File: src/rtl/hazard_ctrl.sv
// hazard_ctrl: pipeline hazard controller for the 5-stage ARM-subset core.
// Keeps shadow copies of the destination tags in flight in EX/MEM/WB and
// derives operand forwarding selects, the load-use bubble, the taken-branch
// flush and the whole-pipeline freeze while data memory is busy.
module hazard_ctrl #(
  parameter int NREG = 16,
  parameter int TW   = $clog2(NREG),
  parameter logic [TW-1:0] PC_TAG = '1
) (
  input  logic          clk,
  input  logic          rst_n,
  input  logic [TW-1:0] id_rn,
  input  logic [TW-1:0] id_rm,
  input  logic [TW-1:0] id_rd,
  input  logic          id_use_rn,
  input  logic          id_use_rm,
  input  logic          id_use_rd,
  input  logic [TW-1:0] id_dest,
  input  logic          id_rf_enable,
  input  logic          id_load_instr,
  input  logic          id_branch_taken,
  input  logic          mem_busy,
  output logic          cu_mux_s,
  output logic          pc_le,
  output logic          ifid_le,
  output logic          ifid_flush,
  output logic [1:0]    fwd_a,
  output logic [1:0]    fwd_b,
  output logic [1:0]    fwd_c,
  output logic [1:0]    state_o
);

  typedef enum logic [1:0] {
    RUN      = 2'b00,
    LU_STALL = 2'b01,
    FREEZE   = 2'b10
  } state_t;

  typedef struct packed {
    logic          wr;
    logic          load;
    logic [TW-1:0] dest;
  } slot_t;

  state_t state_q, state_d;
  slot_t  ex_q, mem_q, wb_q;
  logic   lu;
  logic   freeze;

  // A slot supplies tag t only if it really writes t and t is not the PC.
  function automatic logic hit(slot_t s, logic [TW-1:0] t, logic use_t);
    return use_t & s.wr & (s.dest == t) & (t != PC_TAG);
  endfunction

  // Youngest producer wins: EX, then MEM, then WB, else register file.
  function automatic logic [1:0] fwd_sel(slot_t ex, slot_t mem, slot_t wb,
                                         logic [TW-1:0] t, logic use_t);
    if (hit(ex, t, use_t))       return 2'b01;
    else if (hit(mem, t, use_t)) return 2'b10;
    else if (hit(wb, t, use_t))  return 2'b11;
    else                         return 2'b00;
  endfunction

  // Hazard detection, stall/freeze outputs, forwarding and next state.
  always_comb begin
    // NOTE: every output of this block gets a default first, so no path
    // leaves a signal unassigned and no latch is inferred.
    state_d  = state_q;
    pc_le    = 1'b1;
    ifid_le  = 1'b1;
    cu_mux_s = 1'b0;
    fwd_a    = fwd_sel(ex_q, mem_q, wb_q, id_rn, id_use_rn);
    fwd_b    = fwd_sel(ex_q, mem_q, wb_q, id_rm, id_use_rm);
    fwd_c    = fwd_sel(ex_q, mem_q, wb_q, id_rd, id_use_rd);

    lu     = ex_q.load & (hit(ex_q, id_rn, id_use_rn) |
                          hit(ex_q, id_rm, id_use_rm) |
                          hit(ex_q, id_rd, id_use_rd));
    freeze = mem_busy | (state_q == FREEZE);

    if (mem_busy) begin
      state_d = FREEZE;
    end else begin
      unique case (state_q)
        RUN:      state_d = lu ? LU_STALL : RUN;
        LU_STALL: state_d = RUN;
        FREEZE:   state_d = RUN;
        default:  state_d = RUN;
      endcase
    end

    if (freeze) begin
      pc_le   = 1'b0;
      ifid_le = 1'b0;
    end else if (state_q == RUN && lu) begin
      pc_le    = 1'b0;
      ifid_le  = 1'b0;
      cu_mux_s = 1'b1;
    end

    if (!rst_n) begin
      pc_le    = 1'b0;
      ifid_le  = 1'b0;
      cu_mux_s = 1'b1;
      fwd_a    = 2'b00;
      fwd_b    = 2'b00;
      fwd_c    = 2'b00;
    end

    // A branch held behind a stall or freeze flushes only once it advances.
    ifid_flush = id_branch_taken & pc_le & ~cu_mux_s;
  end

  assign state_o = state_q;

  // State register and shadow-slot shift; slots hold while frozen.
  always_ff @(posedge clk) begin
    // NOTE: sequential state uses non-blocking assignments so the shift
    // EX->MEM->WB reads the pre-edge values of every slot.
    if (!rst_n) begin
      state_q <= RUN;
      // NOTE: slots are reset because a stale tag would raise phantom
      // forwards or stalls after reset.
      ex_q    <= '0;
      mem_q   <= '0;
      wb_q    <= '0;
    end else begin
      state_q <= state_d;
      if (!freeze) begin
        wb_q  <= mem_q;
        mem_q <= ex_q;
        ex_q  <= '{wr:   id_rf_enable  & ~cu_mux_s,
                   load: id_load_instr & ~cu_mux_s,
                   dest: id_dest};
      end
    end
  end

endmodule

File: config.mk
export PLATFORM = sky130hd
export DESIGN_NAME = hazard_ctrl
export DESIGN_NICKNAME = d
export VERILOG_FILES = /design/src/rtl/hazard_ctrl.sv
export SDC_FILE = /design/constraint.sdc
export NUM_CORES = 1
export LEC_CHECK = 0
export BUFFER_PORTS_ARGS = -buffer_cell sky130_fd_sc_hd__clkbuf_2
export CORE_MARGIN = 2
export CORE_UTILIZATION = 45
export DETAILED_ROUTE_END_ITERATION = 8
export GPL_ROUTABILITY_DRIVEN = 0
export PLACE_DENSITY = 0.71
export RECOVER_POWER = 50
export REMOVE_ABC_BUFFERS = 1
export SETUP_SLACK_MARGIN = 0.4
export SLEW_MARGIN = 20
export SYNTH_ARGS = -nofsm -noshare
export SYNTH_HDL_FRONTEND = slang
export SYNTH_SLANG_ARGS = --single-unit
File: constraint.sdc
create_clock -name clk -period 2.67 [get_ports clk]
set_input_delay 0.1335 -clock clk [delete_from_list [all_inputs] [get_ports clk]]
set_output_delay 0.1335 -clock clk [all_outputs]
set_load 0.02 [all_outputs]
==> impl_metrics.json, run 1 <==
{
  "status": "complete, no violations",
  "synth_top_area_cell": "dfxtp_1",
  "drt-total-wl_um": 3400,
  "diodes": 0,
  "cts_setup_buffers": 0,
  "die_w_um": 58.2,
  "htreeDepth": 1,
  "max_freq_ghz": 0.474,
  "p_total_uw": 559,
  "yosys_register_bits": 18,
  "design.core.area_um2": 2780,
  "reg2reg_slack_ns": 1.06,
  "max_stage_delay_ns": 0.58,
  "p_clk_frac": 0.245,
  "clock_path_buffers": 2,
  "p_sw_frac": 0.307,
  "grtUsageTotal": 0.218,
  "layout-drive-gt1-share": 0.226,
  "antenna_found_initial": 0,
  "r2r_start": "ex_q[3]$_SDFFE_PN0N_",
  "rsz0062_at_grt": "false",
  "postSynthAreaPerCell_um2": 7.83,
  "clock-sinks": 18,
  "root_buffer": "clkbuf_4",
  "p_seq_frac": 0.529,
  "timing_hold_violations_final": 0,
  "grt_pass1_vias": 1266,
  "power.leakage_uw": 0.000583,
  "worst-path-max-fanout": 5,
  "slew_headroom": 0.498,
  "min_path_type": "input port to flip-flop",
  "grt_max_degree": 20,
  "grt_overflow_total": 0,
  "hold_start": "mem_busy",
  "synthTopCellsByArea": "dfxtp_1 27%, xnor2_1 16%, nand2_1 11%",
  "cts_made_buffers": 3,
  "slew_viol_final": 0,
  "drc": 0,
  "setup_viol_count_final": 0,
  "period_minus_slack_ns": 2.11,
  "intPower_uw": 387,
  "worstPathArrival_ns": 1.98,
  "synthCells": 169,
  "cts_tree": "built",
  "fin_setup_tns_ns": 0,
  "mostFrequentLayoutCells": "39 x nand2_1, 33 x clkbuf_2, 24 x xnor2_1",
  "switching_power_uw": 172,
  "drtPass1Iterations": 4,
  "drtAntennaViolNets": 0,
  "tightestPinTransition_ns": 0.753,
  "worstSetupPathType": "flip-flop to output pin",
  "synth_warnings": 0,
  "fp.dieH_um": 58.2,
  "synth_cell_type_count": 29,
  "ios": 37,
  "syn_to_final_growth_pct": 12.7,
  "critical-path-slowest-cell": "or4_4",
  "cap_violations": 0,
  "worstSkewPairLatency_ns": 0.30,
  "fin_skew_ns": 0.00840,
  "combPwrFrac": 0.226,
  "wl_per_cell_um": 15.1,
  "crit_path_start_kind": "flip-flop",
  "finalNetCount": 222,
  "peakVddDrop_v": 0.000280,
  "yosys.area.top_type_share": 0.272,
  "viasPerCell": 5.60,
  "p_per_area_nw_per_um2": 375,
  "critPathRequiredTime_ns": 2.54,
  "final_common_cell": "nand2_1",
  "grt_pass1_wl_um": 5710,
  "cts-resized-gates": 0,
  "numPortBuffers": 36,
  "num_rows": 19,
  "yosysSeqAreaShare": 0.272,
  "cp_cell_sequence": "xor2_1, or4_4, a31oi_4, a21o_2, clkbuf_2",
  "r2r_end": "state_o[0]$_SDFF_PP0_",
  "vias": 1265,
  "die-area_um2": 3390,
  "worstRegToRegCells": 4,
  "fin_crit_sh": 0.791,
  "drt_iter0_drc": 40,
  "cts_hold_buf": 0,
  "place_hpwl_um": 2660,
  "syn_area_um2": 1320,
  "start_util": 0.475,
  "holdPathStages": 2,
  "min_to": "state_o[0]$_SDFF_PP0_",
  "worstSetupEndpointType": "output pin",
  "clk_pin_slew_ns": 0.10
}
==> layer usage <==
layer	part of all wire	global-route usage
met4	0.019	0.0764
met3	0.043	0.0246
met1	0.47	0.290
met5	0	0
met2	0.47	0.365
==> cell families (layout without fill, tap and decap cells) <==
family | count (synthesis) | after routing | synth area share
simple gates | 70 | 70 | 0.258
xor+xnor | 36 | 36 | 0.238
compound gates | 29 | 29 | 0.165
flops | 18 | 18 | 0.272
buf+inv | 16 | 42 | 0.0662
==> area by class of cell <==
type                    instances  area, µm²
multi-input cells             135        875
well taps                      31       38.8
flip-flops and latches         18        363
fillers                       282       1290
clock buffers                   3       22.5
inverters                       2       7.51
repair buffers                 37        184
==> synthesized netlist by cell type, drive strengths merged <==
library cell / count
inv: 1
nand3: 5
nand4: 9
a21boi: 11
a21o: 2
and2: 1
dfxtp: 18
o211a: 3
o22ai: 2
a21oi: 8
nor4: 2
a22oi: 2
nand2b: 3
or3: 1
nand2: 39
nor3: 4
buf: 5
xnor2: 24
nor2: 2
a31oi: 1
xor2: 12
or4: 2
nor3b: 2
clkbuf: 9
clkinv: 1
==> state kept, by name, summed over array words and instances (netlist names) <==
register	flops
ex_q	6
state_o	2
mem_q	5
wb_q	5
==> power by group through the flow <==
stage	clock network [µW]	logic, µW	registers, µW
2_1_floorplan	0	72.2	298
3_3_place_gp	0	122	300
3_5_place_dp	0	125	301
4_1_cts	138	126	295
5_1_grt	150	140	297
6_report	137	126	296
==> critical path, delay by kind of cell, from the launching register on <==
family	cells	cell delay, ns
AOI/OAI and AO/OA	2	0.39
buffers and inverters	1	0.16
DFF	1	0.37
xor gates and xnor gates	1	0.18
and+or+nand+nor	1	0.58
==> metrics by stage <==
step                      worst slack [ns]  instances  utilization  cell area, µm²  hold WS (ns)
after floorplan                      0.581        155            -            1240         0.204
after detailed placement             0.831        223        0.528            1470         0.359
after global placement               0.886        223        0.528            1470         0.357
final                                0.559        226        0.536            1490        0.0341
after CTS                            0.494        226        0.536            1490        0.0376
after global routing                 0.461        226        0.536            1490        0.0332
==> worst max-delay path by stage <==
stage,startpoint,end,slack [ns]
after floorplan,state_o[0]$_SDFF_PP0_,ifid_le,0.58
after global placement,ex_q[0]$_SDFFE_PN0N_,cu_mux_s,0.89
after detailed placement,ex_q[0]$_SDFFE_PN0N_,cu_mux_s,0.83
after CTS,ex_q[0]$_SDFFE_PN0N_,cu_mux_s,0.49
after global routing,ex_q[3]$_SDFFE_PN0N_,cu_mux_s,0.46
final,ex_q[3]$_SDFFE_PN0N_,cu_mux_s,0.56
Note: power is estimated with default switching activity, not from simulation.
==> inputs of run 2 (changes only) <==
Settings changed: ABC_AREA from default to 1, PLACE_DENSITY 0.71 to 0.74.
Clock period 2.67 ns to 1.94 ns, I/O delays scaled along.
==> run 2 against run 1 <==
Effect of this change:
- register-to-register slack got worse by 0.71 ns
- non-clock buffer count increased by 9
- clock-buffer cell count increased by 1
- sequential share of layout area decreased by 3.0 points
- wire length increased by 28%
- synthesized cell count increased by 35%
- largest cell class unchanged
==> impl_metrics.json, run 2 <==
{
  "worstSetupPathType": "flip-flop to output pin",
  "tightestPinTransition_ns": 0.785,
  "grt_pass1_wl_um": 6420,
  "crit_path_start_kind": "flip-flop",
  "r2r_start": "state_o[0]$_SDFF_PP0_",
  "vias": 1700,
  "htreeDepth": 1,
  "syn_area_um2": 1330,
  "yosys.area.top_type_share": 0.270,
  "status": "complete, no violations",
  "yosys-top-cells-count": "64 x nand2_1, 29 x inv_1, 29 x nor2_1, 27 x a21oi_1, 18 x dfxtp_1",
  "fin_ws_ns": 0.199,
  "slew_viol_final": 0,
  "fin_crit_sh": 0.898,
  "syn_to_final_growth_pct": 40.0,
  "die-area_um2": 3410,
  "fin_skew_ns": 0.00463,
  "synth_edf_count": 0,
  "wl_per_cell_um": 14.4,
  "holdPathStages": 3,
  "start_util": 0.479,
  "ios": 37,
  "clock-sinks": 18,
  "routed.top_layer": "met4",
  "synthCells": 228,
  "finalNetCount": 298,
  "detailedPlace.worstSlack_ns": 0.460,
  "synth_flop_cell": "dfxtp_1",
  "top_regs": "ex_q (6), mem_q (5), wb_q (5)",
  "postSynthAreaPerCell_um2": 5.84,
  "hold_start": "mem_busy",
  "grtUsageTotal": 0.245,
  "p_per_area_nw_per_um2": 506,
  "clk_pin_slew_ns": 0.11,
  "synth.most_common_cell": "nand2_1",
  "synthTopCellsByArea": "dfxtp_1 27%, nand2_1 18%, a21oi_1 10%",
  "top_register": "ex_q",
  "die_w_um": 58.4,
  "max_stage_delay_ns": 0.44,
  "power.leakage_uw": 0.000861,
  "worstSetupEndpointType": "output pin",
  "grt_pass1_vias": 1388,
  "viasPerCell": 5.61,
  "peakVddDrop_v": 0.000546,
  "worstPathArrival_ns": 1.64,
  "n_fill_cell": 265,
  "setup_viol_count_final": 0,
  "worstSkewPairLatency_ns": 0.30,
  "slew_headroom": 0.477,
  "cts_made_buffers": 3,
  "regArea_um2": 398,
  "cts_tree": "built",
  "numPortBuffers": 36,
  "wl_met3_um": 408,
  "fp.dieH_um": 58.4,
  "final_util": 0.671,
  "r2r_end": "wb_q[3]$_SDFFE_PN0N_",
  "yosysSeqAreaShare": 0.270,
  "antenna_found_initial": 0,
  "root_buffer": "clkbuf_4",
  "critical-path-slowest-cell": "dfxtp_1",
  "drtPass1Iterations": 4,
  "synthArstFlopShare": 0,
  "design.core.area_um2": 2780,
  "route.met2.wl_um": 2060,
  "num_rows": 19,
  "worst-path-max-fanout": 5,
  "clock_path_buffers": 2,
  "synth_top_area_cell": "dfxtp_1",
  "worstRegToRegCells": 5,
  "grt_max_degree": 20,
  "min_to": "state_o[1]$_SDFF_PN0_",
  "critPathRequiredTime_ns": 1.84,
  "synth_warnings": 0,
  "route.layer.met1.wl_um": 1820,
  "min_path_type": "input port to flip-flop",
  "rsz0062_at_grt": "true",
  "final_common_cell": "nand2_1",
  "synth_cell_type_count": 22,
  "cap_violations": 0,
  "fin_setup_tns_ns": 0,
  "timing_hold_violations_final": 0,
  "drtAntennaViolNets": 0,
  "layout-drive-gt1-share": 0.401,
  "mostFrequentLayoutCells": "58 x nand2_1, 25 x clkbuf_2, 21 x nor2_1, 21 x inv_1, 17 x a21oi_1",
  "drt-total-wl_um": 4370,
  "multi_input_area_um2": 975,
  "reg2reg_slack_ns": 0.35,
  "largest_register_ffs": 6,
  "yosys_register_bits": 18,
  "drt_iter0_drc": 103,
  "drc": 0,
  "max_freq_ghz": 0.574,
  "place_hpwl_um": 3120,
  "grt_overflow_total": 0,
  "diodes": 0,
  "cp_cell_sequence": "inv_4, nand2_1, nand2_1, nor2_1, nand3_2, nand3_2, nand2_4, o21ai_2, buf_6",
  "period_minus_slack_ns": 1.74
}
-- run 2: cell types whose count changed after synthesis, sizes merged, moves of 4 or more --
| cell | before | now |
|---|---|---|
| inv | 1 | 29 |
| xnor2 | 24 | 0 |
| nand4 | 9 | 0 |
| o21ai | 0 | 16 |
| nand2 | 39 | 65 |
| a21boi | 11 | 0 |
| clkbuf | 9 | 2 |
| xor2 | 12 | 4 |
| nor2 | 2 | 32 |
| a21oi | 8 | 28 |
| nand3 | 5 | 12 |
| o22ai | 2 | 6 |
-- run 2: critical path, delay by kind of cell (launching register included) --
| kind | cells | cell delay [ns] |
|---|---|---|
| AO/OA/AOI/OAI | 1 | 0.17 |
| flip-flops | 1 | 0.44 |
| AND/OR/NAND/NOR | 6 | 0.52 |
| buffers and inverters | 2 | 0.21 |
-- run 2: cells by family (layout without fill, tap and decap cells) --
| family | count (synthesis) | after routing | synth area share |
|---|---|---|---|
| AO/OA/AOI/OAI | 57 | 57 | 0.239 |
| XOR/XNOR | 4 | 4 | 0.0263 |
| AND/OR/NAND/NOR | 114 | 114 | 0.362 |
| flip-flops | 18 | 18 | 0.270 |
| buffers and inverters | 35 | 79 | 0.103 |
-- run 2: cell type report --
class | count | area share
clock buffer | 4 | 0.0195
timing repair buffer | 46 | 0.160
inverter | 29 | 0.0644
multi-input combinational | 175 | 0.522
tap | 31 | 0.0208
sequential | 18 | 0.213
-- run 2: worst max path at each step --
| stage | startpoint | end | slack, ns | cells after the start |
|---|---|---|---|---|
| after floorplan | state_o[0]$_SDFF_PP0_ | ifid_flush | 0.1 | 6 |
| after global placement | ex_q[3]$_SDFFE_PN0N_ | cu_mux_s | 0.46 | 9 |
| after detailed placement | ex_q[3]$_SDFFE_PN0N_ | cu_mux_s | 0.46 | 9 |
| after CTS | wb_q[5]$_SDFFE_PN0N_ | fwd_b[0] | 0.25 | 7 |
| after global routing | ex_q[1]$_SDFFE_PN0N_ | cu_mux_s | 0.08 | 9 |
| final | ex_q[1]$_SDFFE_PN0N_ | cu_mux_s | 0.20 | 9 |
-- run 2: per-layer routing --
layer / track usage / vias up
li1: - / 837
met1: 0.348 / 757
met2: 0.396 / 97
met3: 0.0154 / 9
met4: 0.0731 / 0
met5: 0 / -
-- run 2: timing repair --
item / in CTS / in global routing
buffers inserted: 2 / 5
setup endpoints to repair: 10 / 10
pin swaps: 2 / 24
endpoints found under the hold margin: 1 / 0
gates resized for setup: 32 / 62
hold buffers: 1 / 0
-- run 2: power by group --
part / internal (µW) / switching, µW / total (µW)
Combinational: 104 / 170 / 274
Sequential: 392 / 39.9 / 432
Clock: 115 / 122 / 237
-- run 2: through the flow --
step           hold WS, ns  power [µW]  cells  area, µm²
5_1_grt             0.0393         995    303       1870
3_3_place_gp         0.325         658    291       1540
6_report            0.0200         943    303       1870
3_5_place_dp         0.317         659    291       1540
4_1_cts             0.0127         903    298       1670
2_1_floorplan        0.174         565    222       1300
==> inputs of run 3 (changes only) <==
Settings changed: CORE_ASPECT_RATIO from default to 0.9, CORE_UTILIZATION 45 to 37, PLACE_DENSITY 0.74 to 0.63.
==> run 3 against run 2 <==
Effect of this change:
- critical path depth shrank 3
- worst setup slack improved by 0.039 ns
- wire length fell by 4.9%
- hold slack better by 0.024 ns
- via count down 4.4%
- cell area down 3.3%
- critical path type unchanged
==> impl_metrics.json, run 3 (same netlist as run 2, synthesis figures left out) <==
{
  "rsz0062_at_grt": "true",
  "grt_pass1_wl_um": 6380,
  "grt_pass1_vias": 1375,
  "tightestPinTransition_ns": 0.750,
  "numPortBuffers": 36,
  "worstPathArrival_ns": 1.61,
  "antenna_found_initial": 0,
  "fin_setup_tns_ns": 0,
  "grt_max_degree": 20,
  "min_path_type": "input port to flip-flop",
  "die_w_um": 67.3,
  "setup_viol_count_final": 0,
  "wl_per_cell_um": 13.2,
  "clock-sinks": 18,
  "fin_crit_sh": 0.878,
  "power.leakage_uw": 0.000841,
  "worstSetupEndpointType": "output pin",
  "worstSkewPairLatency_ns": 0.25,
  "grt_overflow_total": 0,
  "drtPass1Iterations": 4,
  "cts_tree": "built",
  "die-area_um2": 4100,
  "cts_hold_buf": 0,
  "wl_met3_um": 243,
  "design.core.area_um2": 3400,
  "viasPerCell": 5.18,
  "drt_iter0_drc": 103,
  "worstSetupPathType": "flip-flop to output pin",
  "cap_violations": 0,
  "status": "complete, no violations",
  "final_util": 0.530,
  "routed.top_layer": "met4",
  "n_fill_cell": 352,
  "vias": 1625,
  "drt-total-wl_um": 4160,
  "clk_pin_slew_ns": 0.07,
  "route.layer.met1.wl_um": 2040,
  "place_hpwl_um": 3080,
  "num_rows": 20,
  "drtAntennaViolNets": 0,
  "slew_headroom": 0.500,
  "peakVddDrop_v": 0.000320,
  "period_minus_slack_ns": 1.70,
  "grtUsageTotal": 0.209,
  "syn_to_final_growth_pct": 35.4,
  "drc": 0,
  "p_per_area_nw_per_um2": 553,
  "critPathRequiredTime_ns": 1.84,
  "top_regs": "ex_q (6), mem_q (5), wb_q (5)",
  "route.met2.wl_um": 1830,
  "fin_skew_ns": 0.00703,
  "largest_register_ffs": 6,
  "fp.dieH_um": 60.9,
  "clock_path_buffers": 2,
  "htreeDepth": 1,
  "p_total_uw": 999,
  "cts_made_buffers": 3,
  "finalNetCount": 296,
  "max_freq_ghz": 0.587,
  "detailedPlace.worstSlack_ns": 0.445,
  "worst-path-max-fanout": 15,
  "mostFrequentLayoutCells": "58 x nand2_1, 24 x clkbuf_2, 23 x a21oi_1",
  "start_util": 0.392,
  "fin_ws_ns": 0.238,
  "slew_viol_final": 0,
  "diodes": 0,
  "final_common_cell": "nand2_1",
  "ios": 37,
  "root_buffer": "clkbuf_8",
  "layout-drive-gt1-share": 0.359,
  "top_register": "ex_q",
  "timing_hold_violations_final": 0,
  "crit_path_start_kind": "flip-flop"
}
==> run 3: cell count changes in the layout (fill, tap and decap cells not counted), moves of 3 or more <==
cell / change
a21oi_1: +6
a21oi_2: -6
buf_4: +3
clkbuf_4: -3
dfxtp_2: +5
dfxtp_4: -4
nand3_1: +5
nand3_2: -5
==> run 3: path summary, 6_finish.rpt <==
kind	from	end	slack (ns)	cells after the start
hold reg to reg	ex_q[4]$_SDFFE_PN0N_	ex_q[4]$_SDFFE_PN0N_	0.48	2
hold / removal	mem_busy	state_o[0]$_SDFF_PP0_	0.04	2
setup / recovery	state_o[0]$_SDFF_PP0_	cu_mux_s	0.24	6
setup reg to reg	state_o[0]$_SDFF_PP0_	mem_q[1]$_SDFFE_PN0N_	0.36	5
==> run 3: where the power goes <==
part	total [µW]	leakage (µW)	switching [µW]	internal, µW
combinational	259	0.000658	160	98.2
sequential	433	0.000154	37.5	395
clock	307	0.0000288	127	180
total	999	0.000841	325	674
==> run 3: final cells by class <==
| class | count | area [µm²] | area share |
|---|---|---|---|
| Timing Repair Buffer | 44 | 274 | 0.152 |
| Sequential cell | 18 | 389 | 0.216 |
| Clock buffer | 4 | 55.1 | 0.0305 |
| Inverter | 29 | 118 | 0.0652 |
| Tap cell | 44 | 55.1 | 0.0305 |
| Multi-Input combinational cell | 175 | 913 | 0.506 |
==> run 3: repair_timing <==
item,in CTS,in global routing
setup buffers,5,1
setup endpoints to repair,10,10
gates resized for setup,35,46
pin swaps,2,16
==> run 3: layer usage <==
metal | vias to the layer above | track usage
li1 | 831 | -
met1 | 720 | 0.306
met2 | 66 | 0.318
met3 | 8 | 0.0186
met4 | 0 | 0.0787
met5 | - | 0
==> run 3: per-stage QoR <==
step,cells,area [µm²],hold slack [ns]
2_1_floorplan,222,1300,0.174
3_3_place_gp,304,1550,0.330
3_5_place_dp,304,1550,0.317
4_1_cts,313,1710,0.0515
5_1_grt,314,1800,0.0555
6_report,314,1800,0.0440
==> run 3: critical path, cell delays in order (launching register included) <==
cell and delay, ns:
dfxtp_1 0.35, inv_1 0.05, a21oi_1 0.27, clkinvlp_4 0.19
buf_4 0.21, o21ai_2 0.16, buf_6 0.13
